`config.mk`:
```
export PLATFORM = sky130hd
export DESIGN_NAME = operand_nibble_tx
export DESIGN_NICKNAME = d
export VERILOG_FILES = /design/src/rtl/operand_nibble_pkg.sv /design/src/rtl/gap_counter.sv /design/src/rtl/operand_nibble_tx.sv
export SDC_FILE = /design/constraint.sdc
export NUM_CORES = 1
export LEC_CHECK = 0
export CAP_MARGIN = 10
export CORE_AREA = 5 5 71 99
export DETAILED_ROUTE_END_ITERATION = 10
export DIE_AREA = 0 0 76 104
export SYNTH_ARGS = -nofsm -noshare
export SYNTH_HDL_FRONTEND = slang
export SYNTH_HIERARCHICAL = 1
export SYNTH_SLANG_ARGS = --single-unit
```
`constraint.sdc`:
```
create_clock -name clk -period 4.7 [get_ports clk]
set_clock_uncertainty 0.1 [all_clocks]
set_input_delay 1.175 -clock clk [delete_from_list [all_inputs] [get_ports clk]]
set_output_delay 1.175 -clock clk [all_outputs]
set_load 0.02 [all_outputs]
```
`src/rtl/operand_nibble_pkg.sv`:
```
// ============================================================================
// Module : operand_nibble_pkg
// Brief  : Shared types, slot constants and nibble helpers for operand_nibble_tx.
//          Slot order depends on MSN_FIRST_EN (high nibble first when defined).
// Rev    : 1.0 - initial release
// ============================================================================
`default_nettype none

package operand_nibble_pkg;

    typedef enum logic [1:0] {
        ST_IDLE = 2'd0,
        ST_SEND = 2'd1,
        ST_GAP  = 2'd2,
        ST_DONE = 2'd3
    } state_t;

    localparam logic [1:0] SLOT_A_LO = 2'd0;
    localparam logic [1:0] SLOT_A_HI = 2'd1;
    localparam logic [1:0] SLOT_B_LO = 2'd2;
    localparam logic [1:0] SLOT_B_HI = 2'd3;

    localparam int unsigned NIBBLES_PER_XFER = 4;

    // Maps the transfer position (0..3) onto the destination slot.
    function automatic logic [1:0] slot_of_index(input logic [1:0] idx);
        logic [1:0] s;
        s = SLOT_A_LO;
`ifdef MSN_FIRST_EN
        case (idx)
            2'd0:    s = SLOT_A_HI;
            2'd1:    s = SLOT_A_LO;
            2'd2:    s = SLOT_B_HI;
            default: s = SLOT_B_LO;
        endcase
`else
        case (idx)
            2'd0:    s = SLOT_A_LO;
            2'd1:    s = SLOT_A_HI;
            2'd2:    s = SLOT_B_LO;
            default: s = SLOT_B_HI;
        endcase
`endif
        return s;
    endfunction

    function automatic logic [3:0] nibble_of(
        input logic [7:0] op_a,
        input logic [7:0] op_b,
        input logic [1:0] s
    );
        logic [3:0] n;
        n = 4'd0;
        case (s)
            SLOT_A_LO: n = op_a[3:0];
            SLOT_A_HI: n = op_a[7:4];
            SLOT_B_LO: n = op_b[3:0];
            default:   n = op_b[7:4];
        endcase
        return n;
    endfunction

endpackage

`default_nettype wire

```
`src/rtl/gap_counter.sv`:
```
// ============================================================================
// Module : gap_counter
// Brief  : Loadable down-counter; expired is high on the last counted cycle.
// Rev    : 1.0 - initial release
// ============================================================================
`default_nettype none

module gap_counter #(
    parameter int WIDTH = 4
) (
    input  logic             clk,
    input  logic             rst_n,
    input  logic             load,
    input  logic [WIDTH-1:0] load_val,
    input  logic             dec,
    output logic             expired
);

    logic [WIDTH-1:0] count;

    always_ff @(posedge clk) begin
        if (!rst_n) begin
            count <= '0;
        end else if (load) begin
            count <= load_val;
        end else if (dec && (count != '0)) begin
            count <= count - 1'b1;
        end
    end

    // A value of 1 (or an unloaded 0) means this is the final idle cycle.
    assign expired = (count[WIDTH-1:1] == '0);

endmodule

`default_nettype wire

```
`src/rtl/operand_nibble_tx.sv`:
```
// ============================================================================
// Module : operand_nibble_tx
// Brief  : Captures an 8-bit a/b operand pair and ships it as four nibbles over
//          a valid/ready link, optionally spaced by GAP_CYCLES idle cycles.
//          Optional macro MSN_FIRST_EN: send high nibble before low nibble.
// Rev    : 1.0 - initial release
// ============================================================================
`default_nettype none

module operand_nibble_tx
    import operand_nibble_pkg::*;
#(
    parameter int GAP_CYCLES = 0
) (
    input  logic       clk,
    input  logic       rst_n,
    input  logic       start,
    input  logic [7:0] a,
    input  logic [7:0] b,
    output logic [3:0] nib,
    output logic [1:0] slot,
    output logic       nib_valid,
    input  logic       nib_ready,
    output logic       busy,
    output logic       done
);

    localparam bit         USE_GAP  = (GAP_CYCLES > 0);
    localparam logic [3:0] GAP_LOAD = (GAP_CYCLES > 15) ? 4'd15 :
                                      (GAP_CYCLES < 0)  ? 4'd0  : 4'(GAP_CYCLES);

    state_t     state;
    logic [7:0] op_a;
    logic [7:0] op_b;
    logic [1:0] idx;
    logic [1:0] idx_next;
    logic       xfer;
    logic       last;
    logic       gap_load;
    logic       gap_dec;
    logic       gap_expired;

    assign idx_next = idx + 2'd1;
    assign xfer     = (state == ST_SEND) && nib_ready;
    assign last     = (idx == 2'(NIBBLES_PER_XFER - 1));
    assign gap_load = USE_GAP && xfer && !last;
    assign gap_dec  = (state == ST_GAP);

    gap_counter #(
        .WIDTH (4)
    ) u_gap_counter (
        .clk      (clk),
        .rst_n    (rst_n),
        .load     (gap_load),
        .load_val (GAP_LOAD),
        .dec      (gap_dec),
        .expired  (gap_expired)
    );

    always_ff @(posedge clk) begin
        if (!rst_n) begin
            state     <= ST_IDLE;
            op_a      <= 8'd0;
            op_b      <= 8'd0;
            idx       <= 2'd0;
            nib       <= 4'd0;
            slot      <= 2'd0;
            nib_valid <= 1'b0;
            busy      <= 1'b0;
            done      <= 1'b0;
        end else begin
            done <= 1'b0;
            case (state)
                ST_IDLE: begin
                    if (start) begin
                        // First nibble comes straight from the ports so it is
                        // valid on the cycle right after the capture edge.
                        op_a      <= a;
                        op_b      <= b;
                        idx       <= 2'd0;
                        slot      <= slot_of_index(2'd0);
                        nib       <= nibble_of(a, b, slot_of_index(2'd0));
                        nib_valid <= 1'b1;
                        busy      <= 1'b1;
                        state     <= ST_SEND;
                    end
                end

                ST_SEND: begin
                    if (nib_ready) begin
                        if (last) begin
                            nib_valid <= 1'b0;
                            done      <= 1'b1;
                            state     <= ST_DONE;
                        end else begin
                            idx <= idx_next;
                            if (USE_GAP) begin
                                nib_valid <= 1'b0;
                                state     <= ST_GAP;
                            end else begin
                                slot <= slot_of_index(idx_next);
                                nib  <= nibble_of(op_a, op_b, slot_of_index(idx_next));
                            end
                        end
                    end
                end

                ST_GAP: begin
                    if (gap_expired) begin
                        slot      <= slot_of_index(idx);
                        nib       <= nibble_of(op_a, op_b, slot_of_index(idx));
                        nib_valid <= 1'b1;
                        state     <= ST_SEND;
                    end
                end

                ST_DONE: begin
                    busy  <= 1'b0;
                    nib   <= 4'd0;
                    slot  <= 2'd0;
                    idx   <= 2'd0;
                    state <= ST_IDLE;
                end

                default: begin
                    state <= ST_IDLE;
                end
            endcase
        end
    end

endmodule

`default_nettype wire

```
# After elaboration in Yosys (flattened, before gate mapping)
# Index checks and enable logic that the tools add are counted.
# totals
register_bits	33
output_inout_bits	9
word_cells	80
# classes
muxes	33
reduce_logical	18
n_eq_ne	17
addsub	2
# op_table
cell	count
2-bit 2-to-1 mux	14
4-bit one-hot mux with 3 select lines	2
2-bit one-hot mux with 3 select lines	3
4-bit 2-to-1 mux	4
2-bit one-hot mux with 4 select lines	2
4-bit one-hot mux with 4 select lines	1
2-bit == test, second input constant	7
4-bit AND reduction	3
2-bit by 1-bit == test with 1-bit output, second input constant	5
2-bit zero test	5
2-bit inequality test, second input constant	5
3-bit nonzero test	2
1-bit 2-to-1 mux	5
5-bit AND reduction	1
2-bit AND reduction	2
4-bit nonzero test	1
4-bit by 1-bit subtractor with 4-bit output, second input constant	1
3-bit zero test	1
1-bit one-hot mux with 3 select lines	1
3-bit AND reduction	1
2-bit by 1-bit adder with 2-bit output, second input constant	1
1-bit one-hot mux with 2 select lines	1
2-bit nonzero test	1
1-bit logical AND	1

# Logic depth before layout (Yosys ltp)
# Gate-level depths: netlist of run 1.
# logic_depth
word_depth	12
depth_mapped	7
ltp_nobuf	6

# Hierarchy
# Netlist of run 1, hierarchy kept.
# modules_own_cells
module	instances	cells_each	area_per_inst_um2	seq_area_each_um2
operand_nibble_tx	1	198	1642.8	580.6
gap_counter	1	31	247.7	80.1

# Worst setup path after synthesis of run 1
# Ideal clock, no wire load.
# synth_path
kind	input to register
startpoint	in nib_ready
endpoint	reg nib_valid
n_path_buf	0
slack_ns	2.621
path_stages	4
t_arrival_ns	1.861
setup_time_ns	0.117
path_cell_list	nand2b_1 and3_4 nor2b_4 a32o_1
# synth_via
elab_chain_len	2
# synth_lines
element	line	text
start: declaration	operand_nibble_tx.sv:23	input logic nib_ready,
2-bit inequality test (no source line)	-	
5-bit AND reduction (no source line)	-	
end signal: assignment	operand_nibble_tx.sv:68	nib_valid <= 1'b0;
end signal: assignment	operand_nibble_tx.sv:83	nib_valid <= 1'b1;
end signal: assignment	operand_nibble_tx.sv:92	nib_valid <= 1'b0;
end: declaration	operand_nibble_tx.sv:22	output logic nib_valid,
# No other way between the ends.
# A chain may end at the register's enable or synchronous reset.

==> results of run 1 <==
[worst max-delay path, cell delays in order]
cell and delay, ns:
clkdlybuf4s50_1 0.63, inv_2 0.47, nor3_1 0.11, a32o_1 0.22
[stage by stage]
stage,cells,power (mW)
6_report,336,0.757
5_1_grt,336,0.792
4_1_cts,336,0.765
3_5_place_dp,328,0.484
3_3_place_gp,328,0.482
2_1_floorplan,239,0.431
[area by class of cell]
type                       count  area (um2)  area share [%]
inverter                      11        41.3            1.76
clock buffer                   7        86.3            3.68
timing repair buffer          28         280            11.9
tap                           72        90.1            3.84
clock inverter                 1        30.0            1.28
sequential                    33         661            28.1
multi-input combinational    184        1160            49.4
[kinds of logic (layout without fill, tap and decap cells)]
family / count (synthesis) / in the layout / share of synthesized area [%]
and+or+nand+nor: 95 / 95 / 25.9
AOI/OAI and AO/OA: 61 / 61 / 22.3
DFF: 33 / 33 / 34.9
buffers and inverters: 22 / 47 / 5.76
adders and majority gates: 14 / 14 / 9.27
muxes: 3 / 3 / 1.59
other: 1 / 11 / 0.198
[routing by layer]
layer	share of wire [%]	up-vias	track usage (%)	routed length [um]
li1	-	860	-	-
met1	42	790	13.6	1980
met2	52	32	21.2	2450
met3	3.4	7	2.77	157
met4	2.1	0	5.22	97
met5	0	-	0	0
[cell usage in the layout (no fill, tap or decap), drive strengths merged, types with 4 or more instances in the layout]
master,synthesis,routed
nand2b,9,9
a22oi,4,4
o21ai,5,5
clkbuf,2,7
nor2,11,11
clkdlybuf4s50,0,28
nor2b,6,6
a32o,5,5
a211oi,4,4
a21oi,26,26
nor3,6,6
a22o,4,4
nand2,44,44
ha,14,14
inv,11,11
nand3,4,4
conb,1,11
dfxtp,33,33
and3,5,5
o22ai,4,4
[final timing paths]
check,from,to,slack (ns),cells past startpoint
setup / recovery,rst_n,nib[0],2.15,4
hold / removal,slot[1],slot[1],0.37,2
setup reg to reg,state[0],nib_valid,2.72,6
hold reg to reg,slot[1],slot[1],0.37,2
[flip-flops by register name, summed over array words and instances (netlist names)]
name,flops
idx,2
nib,4
u_gap_counter/count,4
nib_valid,1
op_b,8
state,2
slot,2
busy,1
done,1
op_a,8
[power by group through the flow]
stage	registers [mW]	clock network [mW]	logic [mW]
floorplan	0.327	0	0.104
global placement	0.324	0	0.158
detailed placement	0.324	0	0.159
CTS	0.318	0.287	0.160
global route	0.322	0.294	0.177
finish	0.318	0.279	0.160
==> metrics.cfg, run 1 <==
[detailed_routing]
ant_nets=0
post_drt_wl_per_cell_um=13.9
totalWireLength_mm=4.68
drt_iter0_drc=86
drtPass1Iterations=4
vias_per_cell=5.03
num_vias=1689
drc=0

[cells_and_area]
design_area_um2=2350
layout-drive-gt1-share_pct=6.82
layout-area-overhead-vs-synth_pct=24.2
final_nets=297
utilization_pct=38.6
fillers=652
antennaDiodeCount=0

[cts]
clockRootBuffer=clkbuf_8
cts_tree=done
cts_resized=0
clk_latency_ns=0.29
holdBufCountCts=0
numCtsBuffers=5
clockBufferDepth=2
htree_levels=2
cts_sinks=33
clk_pin_slew_ns=0.07
postCtsSetupBuffers=0

[global_route]
antenna_found_initial=0
grt_pass1_vias=1631
track_usage_pct=12.0
overflow=0
grt_max_degree=29
grt_pass1_wl_mm=7.91

[setup_path]
crit_required_ns=4.78
cp-end-kind=flip-flop
cp-start-kind=primary input
worstPathArrival_ns=2.62
crit_type=primary input to flip-flop
path_max_fanout=28

[timing]
slew_headroom_pct=58.5
fin_crit_sh_pct=54.2
worst_slack_ns=2.15
worstMarginPinSlew_ns=0.621
fin_crit_ns=2.55
hold_viol=0
fin_setup_tns_ns=0
fmax_mhz=393
drv_slew=0
whs_ns=0.374
rsz0062_at_grt=false
finalSetupViolCount=0

[die]
io_pins=29
dieArea_um2=7900
initial_core_util_pct=31.1
core_um2=6080
rows=34
die_w_um=76
die_h_um=104

[place]
place_congestion=0.796
portBuffers=28
dp_slack_ns=1.81
dpl.hpwl_mm=3.45
postPlaceCellArea_um2=2230

[status]
outcome=finished clean

[pwr]
p_int_uw=548
powerDensity_nw_per_um2=322
p_sw_uw=208
switching_share_pct=27.5
pwr-share-clk_pct=36.8
pwr-share-seq_pct=42.0
leakagePower_nw=0.888
ir_drop_mv=0.182
combPwrFrac_pct=21.1

[synth]
ys_seq_area_share_pct=34.9
syn_area_um2=1890
synth-edff-count=0
synth.avg_cell_area_um2=8.26
ys_seq_elements=33
synth.area.top_cells=dfxtp_1, ha_1, nand2_1
postSynthCellCount=229
ys_top_cells_by_count=nand2_1, dfxtp_1, a21oi_1
yosysUniqueCellTypes=43
synth_top_area_cell=dfxtp_1
synth.most_common_cell=nand2_1
synthArstFlopShare_pct=0
synth_flop_cell=dfxtp_1
synth_top_area_share_pct=34.9
synth-warning-count=6

[min_path]
min_path_type=flip-flop to flip-flop

[flow_run]
cap_violations=0

Power figures use the tool's default switching activity.
==> inputs of run 2 (changes only) <==
==> constraint.sdc (replaced) <==
create_clock -name clk -period 2.09 [get_ports clk]
set_clock_uncertainty 0.1 [all_clocks]
set_input_delay 0.5225 -clock clk [delete_from_list [all_inputs] [get_ports clk]]
set_output_delay 0.5225 -clock clk [all_outputs]
set_load 0.02 [all_outputs]
==> run 2 against run 1 <==
  * Register-to-register slack got worse by 2.5 ns
  * Clock-buffer cell count decreased by 2
  * Utilization increased by 0.82 points
  * Sequential power increased by 120%
  * Clock power increased by 75%
  * Routed wire length decreased by 0.53%
  * Combinational power increased by 130%
  * Critical path depth increased by 2
  * Die area unchanged
  * Power increased by 110%
  * Sequential share of layout area decreased by 0.59 points
  * Design area increased by 2.1%
  * Critical endpoint is now nib[1]
  * Largest cell class unchanged
  * Highest routed layer unchanged
==> metrics.cfg, run 2 (synthesized netlist as in run 1, its figures left out) <==
[cts]
clockRootBuffer=clkbuf_8
postCtsSetupBuffers=0
cts_tree=done
holdBufCountCts=0
cts_resized=0
numCtsBuffers=5
clk_latency_ns=0.29
cts_sinks=33
clockBufferDepth=2
htree_levels=2
clk_pin_slew_ns=0.07

[detailed_routing]
post_drt_wl_per_cell_um=13.5
ant_nets=0
wl_met1_mm=2.07
dr_wl_met3_um=164
drtPass1Iterations=4
num_vias=1714
drt_iter0_drc=91
vias_per_cell=4.97
totalWireLength_mm=4.65
wl_met2_mm=2.33
drc=0
top_layer=met4

[min_path]
min_path_type=flip-flop to flip-flop

[flow_run]
cap_violations=0

[timing]
fin_setup_tns_ns=0
rsz0062_at_grt=false
worst_slack_ns=0.210
hold_viol=0
finalSetupViolCount=0
fin_crit_ns=1.88
fmax_mhz=532
fin_crit_sh_pct=90.0
drv_slew=0

[cells_and_area]
layout-drive-gt1-share_pct=10.3
layout_commonest_cell=nand2_1
layout-area-overhead-vs-synth_pct=26.8
layoutNonFillerInstCount=345
antennaDiodeCount=0
layout_common_cells=nand2_1, dfxtp_1, clkdlybuf4s50_1
reg_top3=op_a: 8 flops, op_b: 8 flops
fillers=630
final_nets=306

[global_route]
track_usage_pct=12.4
antenna_found_initial=0
overflow=0
grt_pass1_vias=1634
grt_max_degree=18
grt_pass1_wl_mm=8.08

[pwr]
powerDensity_nw_per_um2=657
leakagePower_nw=0.923
finalPower_mw=1.58
ir_drop_mv=0.364

[die]
core_um2=6080
io_pins=29
rows=34
die_w_um=76
dieArea_um2=7900
die_h_um=104
initial_core_util_pct=31.1

[setup_path]
cp-start-kind=flip-flop
crit_type=flip-flop to flip-flop
r2r_slack_ns=0.21
cp-end-kind=flip-flop
crit_required_ns=2.18
path_max_fanout=8
worstPathArrival_ns=1.97

[place]
portBuffers=28
place_congestion=0.866
dpl.hpwl_mm=3.53
dp_slack_ns=0.0444
placed_cells=337

[status]
outcome=finished clean

==> run 2: changes by cell type in the layout (fill, tap and decap cells not counted), sizes merged <==
cell	before	now
clkinv	0	2
buf	0	9
bufinv	1	0
clkbuf	7	5
clkinvlp	0	1
==> run 2: metal layers <==
layer  track usage, %  vias to the layer above
li1                 -                      885
met1             14.9                      790
met2             20.8                       31
met3             2.69                        8
met4             5.34                        0
met5                0                        -
==> run 2: area by class of cell <==
| class | count | area, um2 | share of cell area (%) |
|---|---|---|---|
| clock buffers | 5 | 68.8 | 2.87 |
| clock inverters | 3 | 17.5 | 0.731 |
| well taps | 72 | 90.1 | 3.76 |
| multi-input cells | 184 | 1160 | 48.3 |
| inverters | 11 | 41.3 | 1.72 |
| repair buffers | 37 | 360 | 15.0 |
| flip-flops and latches | 33 | 661 | 27.6 |
==> run 2: worst paths after layout <==
kind	start	to	cells past startpoint
worst max-delay path	idx[0]	nib[1]	6
worst min-delay path	slot[0]	slot[0]	2
worst max register to register	idx[0]	nib[1]	6
worst min register to register	slot[0]	slot[0]	2
==> run 2: where the power goes <==
part           switching, mW  internal [mW]  total [mW]
registers             0.0385          0.675       0.714
clock network          0.257          0.230       0.487
logic                  0.190          0.186       0.376
total                  0.485           1.09        1.58
==> run 2: metrics by stage <==
stage / hold slack (ns) / instance area [um2] / utilization (%)
after floorplan: 0.341 / 1930 / -
after global placement: 0.359 / 2310 / 38.0
after detailed placement: 0.353 / 2310 / 38.0
after CTS: 0.372 / 2400 / 39.4
after global routing: 0.396 / 2400 / 39.4
final: 0.371 / 2400 / 39.4
==> run 2: critical path: stages, from the launching register on <==
cell and delay, ns:
dfxtp_1 0.43, inv_1 0.11, ha_1 0.31, a22o_1 0.26, a211oi_1 0.23, o22ai_1 0.14
a32o_1 0.21
==> inputs of run 3 (changes only) <==
--- a/config.mk
+++ b/config.mk
@@ -9,6 +9,7 @@
 export CORE_AREA = 5 5 71 99
 export DETAILED_ROUTE_END_ITERATION = 10
 export DIE_AREA = 0 0 76 104
+export SLEW_MARGIN = 0
 export SYNTH_ARGS = -nofsm -noshare
 export SYNTH_HDL_FRONTEND = slang
 export SYNTH_HIERARCHICAL = 1
==> constraint.sdc (replaced) <==
create_clock -name clk -period 2.09 [get_ports clk]
set_clock_uncertainty 0.1 [all_clocks]
set_input_delay 0.5225 -clock clk [delete_from_list [all_inputs] [get_ports clk]]
set_output_delay 0.5225 -clock clk [all_outputs]
set_load 0.005 [all_outputs]
==> results of run 3 <==
The final DEF is identical to that of run 2. Status: finished clean.
Among the figures that moved: total power 1.58 mW -> 1.56 mW; worst IR drop on VDD 0.364 mV -> 0.363 mV
